===== config.mk =====
export PLATFORM = sky130hd
export DESIGN_NAME = regfile_wb_arbiter
export DESIGN_NICKNAME = d
export VERILOG_FILES = /design/src/rtl/regfile_wb_arbiter.sv
export SDC_FILE = /design/constraint.sdc
export NUM_CORES = 1
export LEC_CHECK = 0
export ABC_CLOCK_PERIOD_IN_PS = 2950
export BUFFER_PORTS_ARGS = -buffer_cell sky130_fd_sc_hd__buf_2
export CAP_MARGIN = 20
export CORE_ASPECT_RATIO = 1.4
export CORE_UTILIZATION = 32
export DETAILED_ROUTE_END_ITERATION = 10
export MAX_ROUTING_LAYER = met4
export PLACE_DENSITY = 0.69
export SLEW_MARGIN = 15
export SYNTH_ARGS = -nofsm -noshare
export SYNTH_HDL_FRONTEND = slang
export SYNTH_SLANG_ARGS = --single-unit
export TNS_END_PERCENT = 20

===== constraint.sdc =====
create_clock -name clk -period 2.95 [get_ports clk]
set_input_delay 0 -clock clk [delete_from_list [all_inputs] [get_ports clk]]
set_output_delay 0 -clock clk [all_outputs]
set_load 0.02 [all_outputs]

===== src/rtl/regfile_wb_arbiter.sv =====
`default_nettype none
// ============================================================================
//  Module      : regfile_wb_arbiter
//  Description : Round-robin writeback arbiter that owns the single write
//                port of the 32x32 integer register file, with a one-entry
//                output register and a pending-write scoreboard for issue
//                hazard detection.
//                Optional macro REGFILE_ARB_BYPASS_EN enables the
//                wr_data forwarding indications (rs1_fwd / rs2_fwd).
//  Revision    : 1.0 - initial release
// ============================================================================
module regfile_wb_arbiter #(
   parameter int NREQ   = 3,
   parameter int ADDR_W = 5,
   parameter int DATA_W = 32
) (
   input  logic                     clk,
   input  logic                     rst,
   input  logic [NREQ-1:0]          req_valid,
   input  logic [NREQ*ADDR_W-1:0]   req_addr,
   input  logic [NREQ*DATA_W-1:0]   req_data,
   output logic [NREQ-1:0]          req_ready,
   output logic                     wr_en,
   output logic [ADDR_W-1:0]        wr_addr,
   output logic [DATA_W-1:0]        wr_data,
   input  logic                     issue_valid,
   input  logic [ADDR_W-1:0]        issue_rd,
   input  logic [ADDR_W-1:0]        rs1_addr,
   input  logic [ADDR_W-1:0]        rs2_addr,
   output logic                     rs1_hazard,
   output logic                     rs2_hazard,
   output logic                     rd_hazard,
   output logic                     rs1_fwd,
   output logic                     rs2_fwd,
   output logic [31:0]              busy_vec
);

   localparam int c_PTR_W = (NREQ > 1) ? $clog2(NREQ) : 1;

   // Registered state
   logic [c_PTR_W-1:0] rr_ptr_q,  rr_ptr_d;
   logic               wr_en_q,   wr_en_d;
   logic [ADDR_W-1:0]  wr_addr_q, wr_addr_d;
   logic [DATA_W-1:0]  wr_data_q, wr_data_d;
   logic [31:0]        busy_q,    busy_d;

   // Combinational arbitration results
   logic [ADDR_W-1:0]  w_addr_arr [NREQ];
   logic [DATA_W-1:0]  w_data_arr [NREQ];
   logic [c_PTR_W-1:0] w_scan_idx;
   logic [c_PTR_W-1:0] w_grant_idx;
   logic               w_grant_vld;
   logic               w_transfer;
   logic [ADDR_W-1:0]  w_gnt_addr;
   logic [DATA_W-1:0]  w_gnt_data;

   // Split the flat request buses into per-requester fields
   generate
      for (genvar gi = 0; gi < NREQ; gi++) begin : g_unpack
         assign w_addr_arr[gi] = req_addr[gi*ADDR_W +: ADDR_W];
         assign w_data_arr[gi] = req_data[gi*DATA_W +: DATA_W];
      end
   endgenerate

   // Round-robin scan starting at rr_ptr; first valid requester wins
   always_comb begin
      w_grant_vld = 1'b0;
      w_grant_idx = '0;
      w_scan_idx  = '0;
      for (int k = 0; k < NREQ; k++) begin
         w_scan_idx = c_PTR_W'((int'(rr_ptr_q) + k) % NREQ);
         if (!w_grant_vld && req_valid[w_scan_idx]) begin
            w_grant_vld = 1'b1;
            w_grant_idx = w_scan_idx;
         end
      end
   end

   // Grants are suppressed while in reset so nothing is consumed
   assign w_transfer = w_grant_vld && !rst;
   assign w_gnt_addr = w_addr_arr[w_grant_idx];
   assign w_gnt_data = w_data_arr[w_grant_idx];

   // One-hot ready towards the granted requester
   always_comb begin
      req_ready = '0;
      if (w_transfer) begin
         req_ready[w_grant_idx] = 1'b1;
      end
   end

   // Next-state for pointer, output register and scoreboard
   always_comb begin
      rr_ptr_d  = rr_ptr_q;
      wr_en_d   = 1'b0;
      wr_addr_d = wr_addr_q;
      wr_data_d = wr_data_q;
      busy_d    = busy_q;

      if (w_transfer) begin
         if (w_grant_idx == c_PTR_W'(NREQ - 1)) begin
            rr_ptr_d = '0;
         end else begin
            rr_ptr_d = w_grant_idx + 1'b1;
         end
         // x0 writes are consumed but never reach the register file
         wr_en_d   = (w_gnt_addr != '0);
         wr_addr_d = w_gnt_addr;
         wr_data_d = w_gnt_data;
      end

      // Clear first so a same-edge set for a newer producer wins
      if (wr_en) begin
         busy_d[wr_addr_q] = 1'b0;
      end
      if (issue_valid && (issue_rd != '0)) begin
         busy_d[issue_rd] = 1'b1;
      end
      busy_d[0] = 1'b0;
   end

   // State registers with synchronous reset
   always_ff @(posedge clk) begin
      if (rst) begin
         rr_ptr_q  <= '0;
         wr_en_q   <= 1'b0;
         wr_addr_q <= '0;
         wr_data_q <= '0;
         busy_q    <= '0;
      end else begin
         rr_ptr_q  <= rr_ptr_d;
         wr_en_q   <= wr_en_d;
         wr_addr_q <= wr_addr_d;
         wr_data_q <= wr_data_d;
         busy_q    <= busy_d;
      end
   end

   // An in-flight write is dropped if reset arrives while it is presented
   assign wr_en    = wr_en_q && !rst;
   assign wr_addr  = wr_addr_q;
   assign wr_data  = wr_data_q;
   assign busy_vec = busy_q;

`ifdef REGFILE_ARB_BYPASS_EN
   // Source operands can take wr_data directly during the write cycle
   assign rs1_fwd = wr_en && (wr_addr_q == rs1_addr) && (rs1_addr != '0);
   assign rs2_fwd = wr_en && (wr_addr_q == rs2_addr) && (rs2_addr != '0);
`else
   assign rs1_fwd = 1'b0;
   assign rs2_fwd = 1'b0;
`endif

   // Hazards are busy-based, masked when the operand is being forwarded
   assign rs1_hazard = busy_q[rs1_addr] && (rs1_addr != '0) && !rs1_fwd;
   assign rs2_hazard = busy_q[rs2_addr] && (rs2_addr != '0) && !rs2_fwd;
   assign rd_hazard  = busy_q[issue_rd] && (issue_rd != '0);

endmodule
`default_nettype wire


==> results of run 1 <==
-- power breakdown --
| part | switching [W] | total (W) | internal [W] |
|---|---|---|---|
| clock | 0.000452 | 0.00112 | 0.000665 |
| combinational | 0.00196 | 0.00318 | 0.00121 |
| sequential | 0.000185 | 0.00137 | 0.00119 |
| total | 0.00260 | 0.00567 | 0.00307 |
-- path summary, 6_finish.rpt --
path / startpoint / end / depth (start not counted)
max: rr_ptr_q[1] / req_ready[2] / 8
min reg2reg: wr_data[24] / wr_data[24] / 1
max reg2reg: rr_ptr_q[1] / wr_data[28] / 11
min: req_data[76] / wr_data[12] / 4
-- cells by family (layout without fill, tap and decap cells) --
logic type               Yosys count  in the layout  synth area share [%]
other                              1              3                0.0830
buffers and inverters             50            238                  5.32
AO/OA/AOI/OAI                    194            194                  26.9
adder cells (fa/ha/maj)            4              4                  1.11
AND/OR/NAND/NOR                  179            179                  19.3
multiplexers                      39             39                  15.8
flip-flops                        71             71                  31.5
-- cell usage in the layout, fill, tap and decap left out, types with 4 or more instances in the layout --
master     netlist  layout
mux2i_1          6       6
nor2_1          50      49
ha_1             4       4
a21oi_1         33      33
a211oi_1         4       4
o21ai_1         33      33
buf_2           21     206
buf_4            5      12
o21ai_0         37      37
a22oi_1          5       5
nand2_1         49      49
nor3_1           7       7
nand3b_1         7       7
dfxtp_1         71      71
nand3_1         37      37
a31oi_1         34      34
mux2_2           7       7
a22o_1          32      32
nor3b_1          5       5
clkbuf_16        0       9
mux4_2          25      25
-- stage by stage --
| step | hold WS, ps | power [W] | util [%] |
|---|---|---|---|
| finish | 52.1 | 0.00567 | 43.1 |
| detailed placement | 338 | 0.00456 | 40.8 |
| global route | 67.0 | 0.00609 | 43.1 |
| floorplan | 104 | 0.00370 | - |
| global placement | 328 | 0.00454 | 40.8 |
| CTS | 32.8 | 0.00569 | 43.1 |
-- worst min-delay path: stages --
cell and delay [ps]:
buf_2 70, nor2_1 30, a31oi_1 130, a22o_1 120
-- state kept, by name, indices dropped and copies added (netlist names) --
signal	count
wr_en_q	1
busy_vec	31
rr_ptr_q	2
wr_data	32
wr_addr	5
-- routing by layer --
| metal | wire [µm] | share of wire, % | vias up |
|---|---|---|---|
| li1 | - | - | 2402 |
| met1 | 6240 | 40 | 2381 |
| met2 | 7680 | 49 | 239 |
| met3 | 1350 | 8.7 | 26 |
| met4 | 303 | 1.9 | 0 |
| met5 | 0 | 0 | - |
-- cell type report --
| class | count | area, µm² |
|---|---|---|
| Sequential cell | 71 | 1420 |
| Inverter | 3 | 11.3 |
| Fill cell | 1422 | 7880 |
| Clock inverter | 7 | 80.1 |
| Clock buffer | 9 | 225 |
| Timing Repair Buffer | 219 | 1130 |
| Tap cell | 185 | 231 |
| Multi-Input combinational cell | 419 | 2870 |
==> summary.md, run 1 <==
| Metric | Value |
|---|---|
| Result of the run | `finished, final reports clean` |
| Share of layout cells above drive strength 1 | `38.5%` |
| Routed wirelength normalized by instance count | `17.1 µm` |
| Top-area cell type share of the netlist area | `31.5%` |
| CP Launch Type | `register` |
| Static Leak | `2.60 nW` |
| Iteration-0 DRC Markers | `157` |
| Area of the core region | `0.0138 mm²` |
| Final non-filler cell total | `913` |
| Post-synth EDFFs | `0` |
| Starting Density | `32.6%` |
| Library cell with the highest instance count after synthesis | `dfxtp_1` |
| Area of placed instances | `0.00565 mm²` |
| Dominant delay contributor by cell family on the critical path | `simple AND/OR/NAND/NOR gates` |
| # resized after CTS | `0` |
| Instance count of the mapped netlist | `538` |
| Top post-synthesis cells by count | `dfxtp_1 (71), nor2_1 (50), nand2_1 (49), nand3_1 (37), o21ai_0 (37)` |
| RSZ-0062 raised after global routing | `no` |
| Most used routing layer | `met2` |
| Hold bufs inserted after CTS | `1` |
| Placed cells | `896` |
| Final max-slew violation count | `0` |
| Maximum number of pins on one net before global-route repair | `43` |
| Buf+Inv Stages, Crit Path | `1` |
| Buffers added on ports | `206` |
| Distinct cell type count after synthesis | `54` |
| Total power per unit cell area | `950 mW/mm²` |
| Number of antenna violations at the first check in global routing | `0` |
| Top FF cell, synth | `dfxtp_1` |
| Maximum fanout encountered on the critical timing path | `10` |
| GR Layer Usage met1 | `24.8%` |
| Final Hold Vio Count | `0` |
| Total standard cell area after synthesis | `0.00452 mm²` |
| Global-route wire length before repair | `23,800 µm` |
| Worst reg-to-reg setup slack | `380 ps` |
| Worst-Skew Late Latency | `330 ps` |
| Clock-pin slew on the worst setup and hold paths | `60 ps` |
| Cell types with the largest area share after synthesis | `dfxtp_1 (31%), mux4_2 (12%), a22o_1 (6.2%)` |
| Number of warnings issued by yosys | `0` |
| DRT Wirelength | `15,600 µm` |
| Final nets | `859` |
| Worst-margin pin slew | `1070 ps` |
| Cell type contributing the most total cell area after synthesis | `dfxtp_1` |
| Setup violators final | `0` |
| Number of top-level pins | `210` |
| DIE WIDTH | `102 µm` |
| Async set-or-reset flop fraction in the synthesized netlist | `0%` |
| Maximum ir drop on the vdd rail | `0.544 mV` |
| Number of iterations in the first detailed-routing pass | `5` |
| Clock tree from TritonCTS | `built` |
| Type of the setup path with the least slack | `reg2out` |
| Aggregate negative setup slack | `0 ps` |
| Critical path cell sequence | `ha_1 > nand3b_1 > o21ai_2 > nor2_1 > nand2_2 > nand2b_1 > nor3_1 > buf_2` |
| Fraction of met3 tracks used by global routing | `5.30%` |
| Worst clock skew on the final layout | `3.86 ps` |
| Min Clock Period, post-route | `2660 ps` |
| DRC viols | `0` |
| FF+latch count, synth | `71` |
| Total inserted antenna cells | `0` |
| Number of global-route vias before repair | `4,697` |
| Total via count in the routed design | `5,048` |
| Signal arrival time at the worst endpoint | `2660 ps` |
| Final Cycle Share | `90.0%` |
| Required time at the endpoint of the critical path | `2950 ps` |
| Cts bufs inserted | `9` |
| Share of synthesized area occupied by flip-flops and latches | `31.5%` |
| Number of max-cap violations | `0` |
| Library cell contributing the largest single delay on the critical path | `dfxtp_1` |
| Number of sinks handled by clock tree synthesis | `71` |
| Worst slew slack as a fraction of its limit | `28.3%` |
| Number of H-tree levels | `3` |
| Hold/Removal Path Class | `in2reg` |
| Highest clock frequency the design can meet | `0.376 GHz` |
| Count of antenna-violating nets left after detailed routing | `0` |
| Crit path setup slack, layout | `294 ps` |
| Grt ovf | `0` |
| Post-Syn Area per Cell | `8.40 µm²` |
| Root buf cell | `clkbuf_16` |
| Die height | `143 µm` |
| Final weighted congestion in routability-driven placement | `0.886` |
| Setup Fix Bufs, Post-CTS | `0` |
| Area added between synthesis and finish | `32.1%` |
| Met2 layer usage reported by global route | `36.9%` |
| Slowest Stage Delay on Critical Path | `410 ps` |
| Die area | `0.0146 mm²` |
| Number of buffers between clock root and the deepest sink | `2` |
| Final std cell area, no fill | `0.00597 mm²` |
| Global-route total usage across every layer | `21.8%` |
| Vias per cell | `5.53` |
| Critical path endpoint category | `primary output` |
| Number of rows in the core area | `51` |
| Post-place setup slack | `404 ps` |
| Half-perimeter wire length after detailed placement | `11,900 µm` |
No activity file was read; power rests on OpenSTA's default activity.
==> run 2: changes to the inputs <==
==> constraint.sdc (replaced) <==
create_clock -name clk -period 2.95 [get_ports clk]
set_input_delay 0.59 -clock clk [delete_from_list [all_inputs] [get_ports clk]]
set_output_delay 0.59 -clock clk [all_outputs]
set_load 0.02 [all_outputs]
==> run 2 against run 1 <==
  * Flip-flop and latch count unchanged
  * Critical path depth shrank 1
  * Power is 1.9% higher
  * Final cell count increased by 0.11%
  * Hold slack better by 410 ps
  * Clock power fell by 4%
  * First-iteration DRC count up 31%
  * Count of clock-buffer cells in the layout up 3
  * Register-to-register slack got worse by 20 ps
  * Utilization rose by 0.66 points
  * Sequential share of layout area shrank 0.34 points
==> summary.md, run 2 (synthesis results as in run 1) <==
| Metric | Value |
|---|---|
| Critical path endpoint category | `primary output` |
| Area of the core region | `0.0138 mm²` |
| Worst slew slack as a fraction of its limit | `47.1%` |
| Number of global-route vias before repair | `4,654` |
| Final Cycle Share | `97.1%` |
| Total via count in the routed design | `5,071` |
| Number of buffers between clock root and the deepest sink | `2` |
| Half-perimeter wire length after detailed placement | `11,500 µm` |
| Starting Density | `32.6%` |
| Final weighted congestion in routability-driven placement | `0.854` |
| Worst-margin pin slew | `791 ps` |
| DIE WIDTH | `102 µm` |
| Count of antenna-violating nets left after detailed routing | `0` |
| Final std cell area, no fill | `0.00606 mm²` |
| Global-route total usage across every layer | `21.4%` |
| Setup violators final | `0` |
| Iteration-0 DRC Markers | `206` |
| Root buf cell | `clkbuf_16` |
| Crit path setup slack, layout | `85.4 ps` |
| Number of sinks handled by clock tree synthesis | `71` |
| Final Hold Vio Count | `0` |
| Most used cells in the layout excluding fill and tap cells | `buf_2 (205), dfxtp_1 (70), nand2_1 (49)` |
| Worst-Skew Late Latency | `330 ps` |
| Library cell contributing the largest single delay on the critical path | `mux2i_2` |
| Signal arrival time at the worst endpoint | `2270 ps` |
| Total power per unit cell area | `953 mW/mm²` |
| Number of H-tree levels | `3` |
| Number of rows in the core area | `51` |
| Maximum ir drop on the vdd rail | `0.663 mV` |
| DRC viols | `0` |
| Vias per cell | `5.55` |
| Result of the run | `finished, final reports clean` |
| Final max-slew violation count | `0` |
| Post-place setup slack | `93.2 ps` |
| Grt ovf | `0` |
| Final nets | `860` |
| Slowest Stage Delay on Critical Path | `400 ps` |
| Number of fill cells in the layout | `1,420` |
| Share of layout cells above drive strength 1 | `39.5%` |
| CP Launch Type | `register` |
| Number of max-cap violations | `0` |
| Type of the setup path with the least slack | `reg2out` |
| Die height | `143 µm` |
| Max reg flops | `32` |
| Critical path cell sequence | `inv_1 > ha_1 > mux2i_2 > nor2_1 > a21o_2 > nor3_2 > buf_4` |
| Buffers added on ports | `206` |
| Number of top-level pins | `210` |
| Highest clock frequency the design can meet | `0.349 GHz` |
| Area added between synthesis and finish | `34.1%` |
| Number of iterations in the first detailed-routing pass | `4` |
| Worst clock skew on the final layout | `6.13 ps` |
| Clock-pin slew on the worst setup and hold paths | `60 ps` |
| Hold/Removal Path Class | `reg2reg` |
| Die area | `0.0146 mm²` |
| Maximum number of pins on one net before global-route repair | `71` |
| Maximum fanout encountered on the critical timing path | `5` |
| Area of placed instances | `0.00570 mm²` |
| Clock tree from TritonCTS | `built` |
| Number of antenna violations at the first check in global routing | `0` |
| Total inserted antenna cells | `0` |
| Static Leak | `2.64 nW` |
| Cts bufs inserted | `9` |
| Global-route wire length before repair | `23,400 µm` |
| DRT Wirelength | `15,400 µm` |
| Routed wirelength normalized by instance count | `16.9 µm` |
| Hold bufs inserted after CTS | `0` |
| Required time at the endpoint of the critical path | `2360 ps` |
| Most common cell after layout, fill and taps aside | `buf_2` |
| Min Clock Period, post-route | `2860 ps` |
| RSZ-0062 raised after global routing | `yes` |
run 2: cell types whose count changed in the layout (fill, tap and decap cells not counted), sizes merged:
cell,change
inv,-3
dlygate4sd3,-1
clkbuf,+3
clkinv,+2
clkinvlp,-2
buf,+2
run 2: through the flow:
| stage | cells | total power, W | utilization, % | hold slack (ps) | TNS [ps] |
|---|---|---|---|---|---|
| final | 914 | 0.00577 | 43.8 | 467 | 0 |
| after global routing | 914 | 0.00619 | 43.8 | 479 | -31.9 |
| after CTS | 913 | 0.00570 | 43.3 | 470 | 0 |
| after detailed placement | 897 | 0.00461 | 41.1 | 455 | 0 |
| after global placement | 897 | 0.00458 | 41.1 | 458 | 0 |
| after floorplan | 540 | 0.00370 | - | 466 | 0 |
run 2: path summary, 6_finish.rpt:
path / start / endpoint / slack [ps] / depth (start not counted)
min: wr_data[30] / wr_data[30] / 470 / 1
min reg2reg: wr_data[30] / wr_data[30] / 470 / 1
max: rr_ptr_q[1] / req_ready[2] / 90 / 7
max reg2reg: rr_ptr_q[1] / wr_en_q / 360 / 8
run 2: final cells by class:
class,instances,area [µm²],area share (%)
clock inverter,4,45.0,0.743
multi-input combinational,419,2930,48.3
timing repair buffer,220,1180,19.4
tap,185,231,3.82
clock buffer,12,246,4.07
inverter,3,11.3,0.186
sequential,71,1420,23.5
run 2: power breakdown:
group	internal, W	switching [W]
clock network	0.000673	0.000398
registers	0.00119	0.000182
logic	0.00130	0.00202
run 2: routing by layer:
| metal | routed length, µm | part of all wire, % | vias to the layer above | GRT usage [%] |
|---|---|---|---|---|
| li1 | - | - | 2404 | - |
| met1 | 6210 | 40 | 2372 | 25.3 |
| met2 | 7390 | 48 | 266 | 34.6 |
| met3 | 1500 | 9.7 | 29 | 5.26 |
| met4 | 307 | 2.0 | 0 | 8.20 |
| met5 | 0 | 0 | - | - |
run 2: worst max-delay path, delay by kind of cell (launching register included):
kind / cells / cell delay [ps]
buf+inv: 2 / 270
simple gates: 2 / 450
flops: 1 / 350
compound gates: 1 / 260
mux: 1 / 400
fa+ha+maj: 1 / 200
run 2: timing repair:
action	CTS	global route
cloned	0	0
buffers inserted	0	1
pin swaps	0	2
resized for setup	2	10
endpoints found under the setup margin	2	3
